<file path="src/rtl/uart_byte_receiver.sv">
// 8N1 UART receiver with a one-byte holding register and valid/ready output.
// Frame and overrun errors are reported as single-cycle pulses.
module uart_byte_receiver #(
  parameter int CLKS_PER_BIT = 868
) (
  input  logic       clk,
  input  logic       rst,
  input  logic       uart_rx,
  output logic [7:0] rx_data,
  output logic       rx_valid,
  input  logic       rx_ready,
  output logic       frame_error,
  output logic       overrun_error,
  output logic       busy
);

  localparam int CW = $clog2(CLKS_PER_BIT);
  localparam logic [CW-1:0] FULL_LAST = CW'(CLKS_PER_BIT - 1);
  localparam logic [CW-1:0] HALF_LAST = CW'(CLKS_PER_BIT / 2 - 1);

  typedef enum logic [2:0] {
    S_IDLE  = 3'd0,
    S_START = 3'd1,
    S_DATA  = 3'd2,
    S_STOP  = 3'd3,
    S_BRK   = 3'd4
  } state_t;

  state_t        state, state_nxt;
  logic [1:0]    sync_q;
  logic          rx_s;
  logic [CW-1:0] cnt;
  logic [2:0]    bit_cnt;
  logic [7:0]    shift_q;
  logic          sample_pt;
  logic          byte_done;
  logic          stop_bad;

  // Synchronizer resets to the idle level so reset release never looks like a start bit.
  always_ff @(posedge clk or posedge rst) begin
    if (rst) sync_q <= 2'b11;
    else     sync_q <= {sync_q[0], uart_rx};
  end

  assign rx_s = sync_q[1];

  always_ff @(posedge clk or posedge rst) begin
    if (rst) state <= S_IDLE;
    else     state <= state_nxt;
  end

  // IDLE is only entered with the line high, so a low level there is a falling edge.
  always_comb begin
    state_nxt = state;
    case (state)
      S_IDLE:  if (!rx_s) state_nxt = S_START;
      S_START: if (sample_pt) state_nxt = rx_s ? S_IDLE : S_DATA;
      S_DATA:  if (sample_pt && (bit_cnt == 3'd7)) state_nxt = S_STOP;
      S_STOP:  if (sample_pt) state_nxt = rx_s ? S_IDLE : S_BRK;
      S_BRK:   if (rx_s) state_nxt = S_IDLE;
      default: state_nxt = S_IDLE;
    endcase
  end

  always_comb begin
    busy      = (state != S_IDLE);
    sample_pt = 1'b0;
    case (state)
      S_START:        sample_pt = (cnt == HALF_LAST);
      S_DATA, S_STOP: sample_pt = (cnt == FULL_LAST);
      default:        sample_pt = 1'b0;
    endcase
  end

  assign byte_done = (state == S_STOP) && sample_pt && rx_s;
  assign stop_bad  = (state == S_STOP) && sample_pt && !rx_s;

  // The sample counter restarts at every sample point and idles at zero.
  always_ff @(posedge clk or posedge rst) begin
    if (rst) begin
      cnt     <= '0;
      bit_cnt <= 3'd0;
      shift_q <= 8'h00;
    end else begin
      if ((state == S_IDLE) || (state == S_BRK) || sample_pt) cnt <= '0;
      else                                                    cnt <= cnt + 1'b1;
      if (state == S_IDLE) bit_cnt <= 3'd0;
      else if ((state == S_DATA) && sample_pt) bit_cnt <= bit_cnt + 3'd1;
      if ((state == S_DATA) && sample_pt) shift_q <= {rx_s, shift_q[7:1]};
    end
  end

  // Handshake: a byte moves out on any cycle with rx_valid=1 and rx_ready=1;
  // rx_valid/rx_data hold until then, and a completion in that same cycle reloads.
  always_ff @(posedge clk or posedge rst) begin
    if (rst) begin
      rx_data       <= 8'h00;
      rx_valid      <= 1'b0;
      frame_error   <= 1'b0;
      overrun_error <= 1'b0;
    end else begin
      frame_error   <= stop_bad;
      overrun_error <= 1'b0;
      if (byte_done) begin
        if (!rx_valid || rx_ready) begin
          rx_data  <= shift_q;
          rx_valid <= 1'b1;
        end else begin
          overrun_error <= 1'b1;
        end
      end else if (rx_valid && rx_ready) begin
        rx_valid <= 1'b0;
      end
    end
  end

endmodule

</file>
<file path="config.mk">
export PLATFORM = sky130hd
export DESIGN_NAME = uart_byte_receiver
export DESIGN_NICKNAME = d
export VERILOG_FILES = /design/src/rtl/uart_byte_receiver.sv
export SDC_FILE = /design/constraint.sdc
export NUM_CORES = 1
export LEC_CHECK = 0
export ABC_CLOCK_PERIOD_IN_PS = 2000
export CORE_MARGIN = 8
export CORE_UTILIZATION = 55
export DETAILED_ROUTE_END_ITERATION = 7
export PLACE_DENSITY_LB_ADDON = 0.1
export SYNTH_ARGS = -nofsm -noshare
export SYNTH_HDL_FRONTEND = slang
export SYNTH_SLANG_ARGS = --single-unit
</file>
<file path="constraint.sdc">
create_clock -name clk -period 2 [get_ports clk]
set_input_delay 0.2 -clock clk [delete_from_list [all_inputs] [get_ports clk]]
set_output_delay 0.2 -clock clk [all_outputs]
set_load 0.1 [all_outputs]
</file>
==> impl_results.md, run 1 <==
- Status: finished clean
- Largest net degree at the start of global routing: 38
- Insertion delay of the later-clocked pin in the worst-skew pair: around 340 ps
- CTS Buf Count: 5
- Die footprint: roughly 5000 um^2
- CTS Buffer Depth: 2
- Commonest non-fill, non-tap cell in the layout: dfrtp_1
- Worst vdd ir: 0.4303 mV
- Number of max-cap violations: 0
- Die H: 71.05 um
- Reg-to-reg slack, setup: 110 ps
- FMAX: roughly 0.53 GHz
- CP Class: register to register
- Pwr/cell area: 707.1 nW/um^2
- Clock Skew: around 4.0 ps
- CTS tree: yes
- Die W: approximately 70 um
- DR WL/cell: roughly 15 um
- Slowest CP cell: and3b_1
- Final slew viol count: 0
- Cts hold-fix bufs: 0
- EDFF count, synth: 0
- Final HPWL DP: a little over 2000 um
- Non-Filler Instances: between 150 and 200
- RSZ-0062 raised after global routing: false
- Initial antenna violation count: 0
- Worst min path class: primary input to register
- Synthesized netlist net count: 132
- Detailed Route Iter0 Violations: between 70 and 80
- Drt first pass iters: 4
- Via count: ~1000
- Syn Std Cell Area: 1667 um^2
- Slew @ Worst Pin: approximately 450 ps
- Clock Root Buffer: clkbuf_4
- Vias in the first global route: 1126
- Max-slew headroom: between 60% and 70%
- Post-CTS Setup Bufs: 0
- Clk slew on worst S/H paths: 110 ps
- # fillers: 224
- Input/output buffers: 15
- WL final: ~2700 um
- Yosys warnings: 0
- Yosys reg bits: 37
- Final Hold Violating Endpoints: 0
- Setup crit end kind: register
- P_leak: ~0.97 nW
- IO Pins: 16
- Vias per Instance: about 5.5
- Dominant register cell in the synthesized netlist: dfrtp_1
- H-tree level count: 2
- Final Setup Violations: 0
- Resized Gates After CTS: 0
- Antenna viol nets, final: 0
- Distinct cell type count after synthesis: 36
- Final Cycle Share: a little over nine tenths
- Sequential element share of the synthesized area: between 50% and 60%
- Most frequent cells in the layout: dfrtp_1, buf_4, nor2_1
- Row Count: 20
- Crit path DAT: 2120 ps
- GR Util All Layers: 12.92%
- Worst path required time: 2240 ps
- Area grow syn2layout: 19.29%
- Synthesized area per cell: 13.33 um^2
- Max FO, Critical Path: 8
- Antenna cells: 0
- Grt total ovfl: 0
- Post-layout nets: 160
- Initial core utilization: 55.97%
- Post-route minimum period: ~1900 ps
- Startpoint Class: register
- Syn Inst Count: 125
- Total core area: a little under 3000 um^2
- Placed cell count: between 150 and 200
- CTS sink count: 37
- Ys async rst share: 100.0%
- First-pass GRT wire length: 5085 um
- Critical path's largest stage delay: approximately 450 ps
- DR DRC count: 0
- Final GP Congestion: about 0.73
- Setup TNS: 0 ps
- Share of post-route cells with drive strength above 1: 33.12%
- Critical-path cell list: nand4bb_4 > or2_1 > and3b_1 > mux2_2
[cell type report]
type / count / area (um^2) / area share, %
Clock buffer: 5 / 37.54 / 1.888
Clock inverter: 3 / 65.06 / 3.272
Inverter: 3 / 11.26 / 0.5664
Multi-Input combinational cell: 82 / 704.4 / 35.43
Sequential cell: 37 / 928.4 / 46.70
Tap cell: 33 / 41.29 / 2.077
Timing Repair Buffer: 24 / 200.2 / 10.07
[registers in the layout (all words and copies together) (netlist names)]
register,count
state,3
shift_q,8
frame_error,1
rx_data,8
bit_cnt,3
sync_q,2
rx_valid,1
cnt,10
overrun_error,1
[metal layers]
metal / wire length, um / GRT usage, %
met5: 0 / 0
met4: 60 / 6.928
met3: 128 / 5.367
met2: 1385 / 20.70
met1: 1170 / 14.27
[cells by family after synthesis]
group	Yosys count	share of synthesized area [%]
buffers and inverters	6	2.027
xor gates and xnor gates	8	4.204
and+or+nand+nor	46	17.42
muxes	20	14.87
adders and majority gates	3	2.252
DFF	37	55.71
AOI/OAI and AO/OA	5	3.529
[stage by stage]
step / instance area, um^2 / utilization, % / hold WS, ps / power [mW] / setup WS (ps)
finish: 1988 / 66.76 / 252.9 / 1.406 / 114.6
global route: 1988 / 66.76 / 223.2 / 1.460 / 25.92
CTS: 1988 / 66.76 / 242.5 / 1.423 / 102.3
detailed placement: 1886 / 63.32 / 348.5 / 0.7925 / 116.5
global placement: 1886 / 63.32 / 345.7 / 0.7916 / 155.4
floorplan: 1667 / - / 204.5 / 0.7803 / 155.6
[worst max-delay path, delay by kind of cell, from the launching register on]
kind          cells  cell delay (ps)
mux               1              380
simple gates      3              970
flops             1              440
[worst paths after layout]
| kind | from | end | cells past startpoint |
|---|---|---|---|
| setup / recovery | cnt[3] | rx_data[1] | 4 |
| hold / removal | uart_rx | sync_q[0] | 1 |
| setup reg to reg | cnt[3] | rx_data[1] | 4 |
| hold reg to reg | sync_q[0] | sync_q[1] | 0 |
| max in group asynchronous | rst | sync_q[0] | 3 |
| min in group asynchronous | rst | rx_data[5] | 3 |
[cells in the mapped netlist (all sizes together) (2+ instances only)]
cell / count / share of area [%]
dfrtp: 35 / 53
mux2: 17 / 13
nor2: 14 / 3.2
nand2: 7 / 1.6
xor2: 7 / 3.7
nand3: 4 / 1.2
ha: 3 / 2.3
inv: 3 / 0.68
mux2i: 3 / 1.8
and2: 2 / 0.75
and3b: 2 / 1.1
buf: 2 / 1.1
dfstp: 2 / 3.2
nand2b: 2 / 0.75
nand4: 2 / 0.75
nand4bb: 2 / 2.3
nor3: 2 / 0.60
or3: 2 / 0.75
[power breakdown]
part           switching, mW  internal (mW)  total [mW]
Combinational         0.0151        0.00787      0.0229
Clock                  0.242          0.387       0.629
Sequential           0.00209          0.751       0.754
Total                  0.260           1.15        1.41
Power figures use the tool's default switching activity.
==> run 2: changes to the inputs <==
--- a/config.mk
+++ b/config.mk
@@ -8,6 +8,7 @@
 export ABC_CLOCK_PERIOD_IN_PS = 2000
 export CORE_MARGIN = 8
 export CORE_UTILIZATION = 55
+export CTS_CLUSTER_DIAMETER = 120
 export DETAILED_ROUTE_END_ITERATION = 7
 export PLACE_DENSITY_LB_ADDON = 0.1
 export SYNTH_ARGS = -nofsm -noshare
==> results of run 2 <==
The final DEF is identical to that of run 1; final timing and power are the same.
==> run 3: changes to the inputs <==
--- a/config.mk
+++ b/config.mk
@@ -5,9 +5,10 @@
 export SDC_FILE = /design/constraint.sdc
 export NUM_CORES = 1
 export LEC_CHECK = 0
+export ABC_AREA = 1
 export ABC_CLOCK_PERIOD_IN_PS = 2000
 export CORE_MARGIN = 8
-export CORE_UTILIZATION = 55
+export CORE_UTILIZATION = 56
 export CTS_CLUSTER_DIAMETER = 120
 export DETAILED_ROUTE_END_ITERATION = 7
 export PLACE_DENSITY_LB_ADDON = 0.1
==> run 3 against run 2 <==
Effect of this change:
- clock power shrank 41%
- critical path depth grew 5
- register-to-register slack gained 270 ps
- count of clock-buffer cells in the layout rose by 3
- clock skew rose by 2.5 ps
- final area is 2.4% lower
- sequential share of layout area rose by 1.1 points
- global-route usage is 0.59 points higher
- non-clock buffer count is 7 lower
- die area up 1.8%
==> impl_results.md, run 3 <==
- Largest register by flop count: cnt
- Syn Inst Count: 185
- Post-CTS Setup Bufs: 0
- DR DRC count: 0
- Met1 layer wirelength in the final routing: ~1400 um
- Cell with the most instances after synthesis: nand2_1
- CP most frequent cell: inv_2
- Insertion delay of the later-clocked pin in the worst-skew pair: roughly 340 ps
- Top post-synthesis cells by area: dfrtp_1, nand2_1, o21ai_2, inv_1, nand3_1
- Largest area contributor in the synthesized netlist: dfrtp_1
- Final GP Congestion: roughly 0.88
- Vias per Instance: 5.242
- Max-slew headroom: 64.71%
- Initial antenna violation count: 0
- Buffers & Inverters on Critical Path: 3
- Gate power share: 2.1%
- Vias in the first global route: between 1000 and 1500
- Drt first pass iters: 4
- Placed cell count: between 200 and 250
- Slew @ Worst Pin: approximately 530 ps
- Cell-internal power: about 0.9 mW
- Total core area: between 3000 and 4000 um^2
- Grt total ovfl: 0
- Final HPWL DP: between 2000 and 2500 um
- Switching Fraction: a little over a fifth
- Min Hold Slack: roughly 250 ps
- Post-synth top cells: nand2_1, dfrtp_1, inv_1, nor2_1
- Yosys warnings: 0
- Pwr/cell area: about 590 nW/um^2
- Worst R2R Path Depth: 9
- Clock share of power: 32.2%
- Sequential share of power: approximately 66%
- RSZ-0062 raised after global routing: false
- CP top delay family: flip-flops
- P_leak: 0.9895 nW
- WL met2: around 1500 um
- EDFF count, synth: 0
- Crit Reg-Reg Endpoint: bit_cnt[0]
- CP Class: register to register
- Synth top area share: 50.43%
- Largest net degree at the start of global routing: 38
- Clock Root Buffer: clkbuf_4
- Post-layout nets: between 200 and 250
- Syn Std Cell Area: approximately 1700 um^2
- CTS Buf Count: 5
- Die H: a little over 70 um
- Area grow syn2layout: 11.74%
- Die footprint: a little over 5000 um^2
- Reg-to-reg slack, setup: about 380 ps
- Cts hold-fix bufs: 0
- Final Setup Violations: 0
- Row Count: 20
- Via count: 1258
- Synthesized netlist net count: 192
- Antenna viol nets, final: 0
- Share of post-route cells with drive strength above 1: around a quarter
- Final Cycle Share: around four fifths
- First-pass GRT wire length: roughly 5400 um
- DR WL met3: around 180 um
- Final worst-path setup slack: 381.4 ps
- Critical-path cell list: inv_2 > nand2_2 > o21bai_2 > nand3_4 > inv_2 > nand2_1 > buf_4 > nand3_1 > o21ai_1
- CTS Buffer Depth: 2
- Sequential element share of the synthesized area: a little over half
- Final Total Pwr: 1.147 mW
- Non-Filler Instances: 240
- Crit path DAT: around 1900 ps
- Worst path required time: around 2200 ps
- H-tree level count: 2
- Commonest non-fill, non-tap cell in the layout: nand2_1
- Post-route minimum period: 1619 ps
- Synthesized area per cell: about 9.4 um^2
- Dominant register cell in the synthesized netlist: dfrtp_1
- Final slew viol count: 0
- Most frequent cells in the layout: nand2_1, dfrtp_1, inv_1
- Setup TNS: 0 ps
- DR WL/cell: roughly 13 um
- Ys async rst share: between 90% and 100%
- Worst min path class: primary input to asynchronous set/reset pin
- Switch Pwr: between 0.2 and 0.25 mW
- Slowest CP cell: dfrtp_1
- Critical R2R Launch: state[2]
- CTS tree: yes
- GR Util All Layers: between 10% and 20%
- Startpoint Class: register
- Antenna cells: 0
- Initial core utilization: just under 60%
- WL final: 3114 um
- Pre-CTS setup slack: between 300 and 400 ps
- Die W: approximately 70 um
- Clock Skew: between 6 and 7 ps
- Max reg flops: 10
- Number of max-cap violations: 0
- FMAX: slightly above 0.6 GHz
- Detailed Route Iter0 Violations: 80
- Yosys reg bits: 37
- Max FO, Critical Path: 20
- Resized Gates After CTS: 0
- Max layer used: met4
- Input/output buffers: 15
- Setup crit end kind: register
- Top Registers: cnt (10), rx_data (8), shift_q (8)
- Critical path's largest stage delay: 470 ps
- Clk slew on worst S/H paths: around 100 ps
- Final Hold Violating Endpoints: 0
- Distinct cell type count after synthesis: 25
- CTS sink count: 37
- Worst vdd ir: 0.4581 mV
- IO Pins: 16
- Status: finished clean
run 3: cell types whose count changed after synthesis, sizes merged, moves of 5 or more:
cell | before | now
mux2 | 17 | 0
nand2 | 7 | 45
xor2 | 7 | 1
nor2 | 14 | 19
nand3 | 4 | 18
inv | 3 | 27
o21ai | 1 | 17
run 3: area by class of cell:
type	instances	area, um^2
clock buffer	8	48.80
fill	271	1062
inverter	27	101.3
multi-input combinational	118	673.1
sequential	37	928.4
tap	33	41.29
timing repair buffer	17	147.6
run 3: routing by layer:
| metal | vias to the layer above | global-route usage, % |
|---|---|---|
| li1 | 624 | - |
| met1 | 596 | 15.40 |
| met5 | - | 0 |
| met2 | 30 | 21.36 |
| met4 | 0 | 7.483 |
| met3 | 8 | 5.021 |
run 3: cells by family after synthesis:
kind of cell,after synthesis,share of synthesized area [%]
and+or+nand+nor,90,25.07
adders and majority gates,3,2.162
xor gates and xnor gates,3,1.513
AOI/OAI and AO/OA,22,10.01
DFF,37,53.46
buffers and inverters,30,7.781
run 3: worst max path at each step:
stage	from	to	slack, ps	depth (start not counted)
4_1_cts	state[2]	bit_cnt[0]	380	9
3_5_place_dp	state[2]	bit_cnt[0]	390	9
5_1_grt	state[2]	bit_cnt[0]	250	9
6_report	state[2]	bit_cnt[0]	380	9
3_3_place_gp	state[2]	bit_cnt[0]	470	9
2_1_floorplan	rx_valid	rx_data[1]	320	5
run 3: worst reg2reg max path, cell delays in order, from the launching register on:
cell      delay, ps
dfrtp_1         470
inv_2           110
nand2_2          80
o21bai_2        200
nand3_4         140
inv_2            80
nand2_1          50
buf_4           220
nand3_1         100
o21ai_1          60
run 3: stage by stage:
step	area, um^2	util [%]
6_report	1941	64.63
5_1_grt	1941	64.63
4_1_cts	1941	64.63
3_5_place_dp	1892	63.00
3_3_place_gp	1892	63.00
2_1_floorplan	1737	-
run 3: power groups by stage:
stage | combinational, mW | sequential (mW) | clock [mW]
floorplan | 0.0138 | 0.767 | 0
global placement | 0.0252 | 0.767 | 0
detailed placement | 0.0257 | 0.767 | 0
CTS | 0.0257 | 0.753 | 0.383
global route | 0.0286 | 0.753 | 0.403
finish | 0.0242 | 0.753 | 0.370
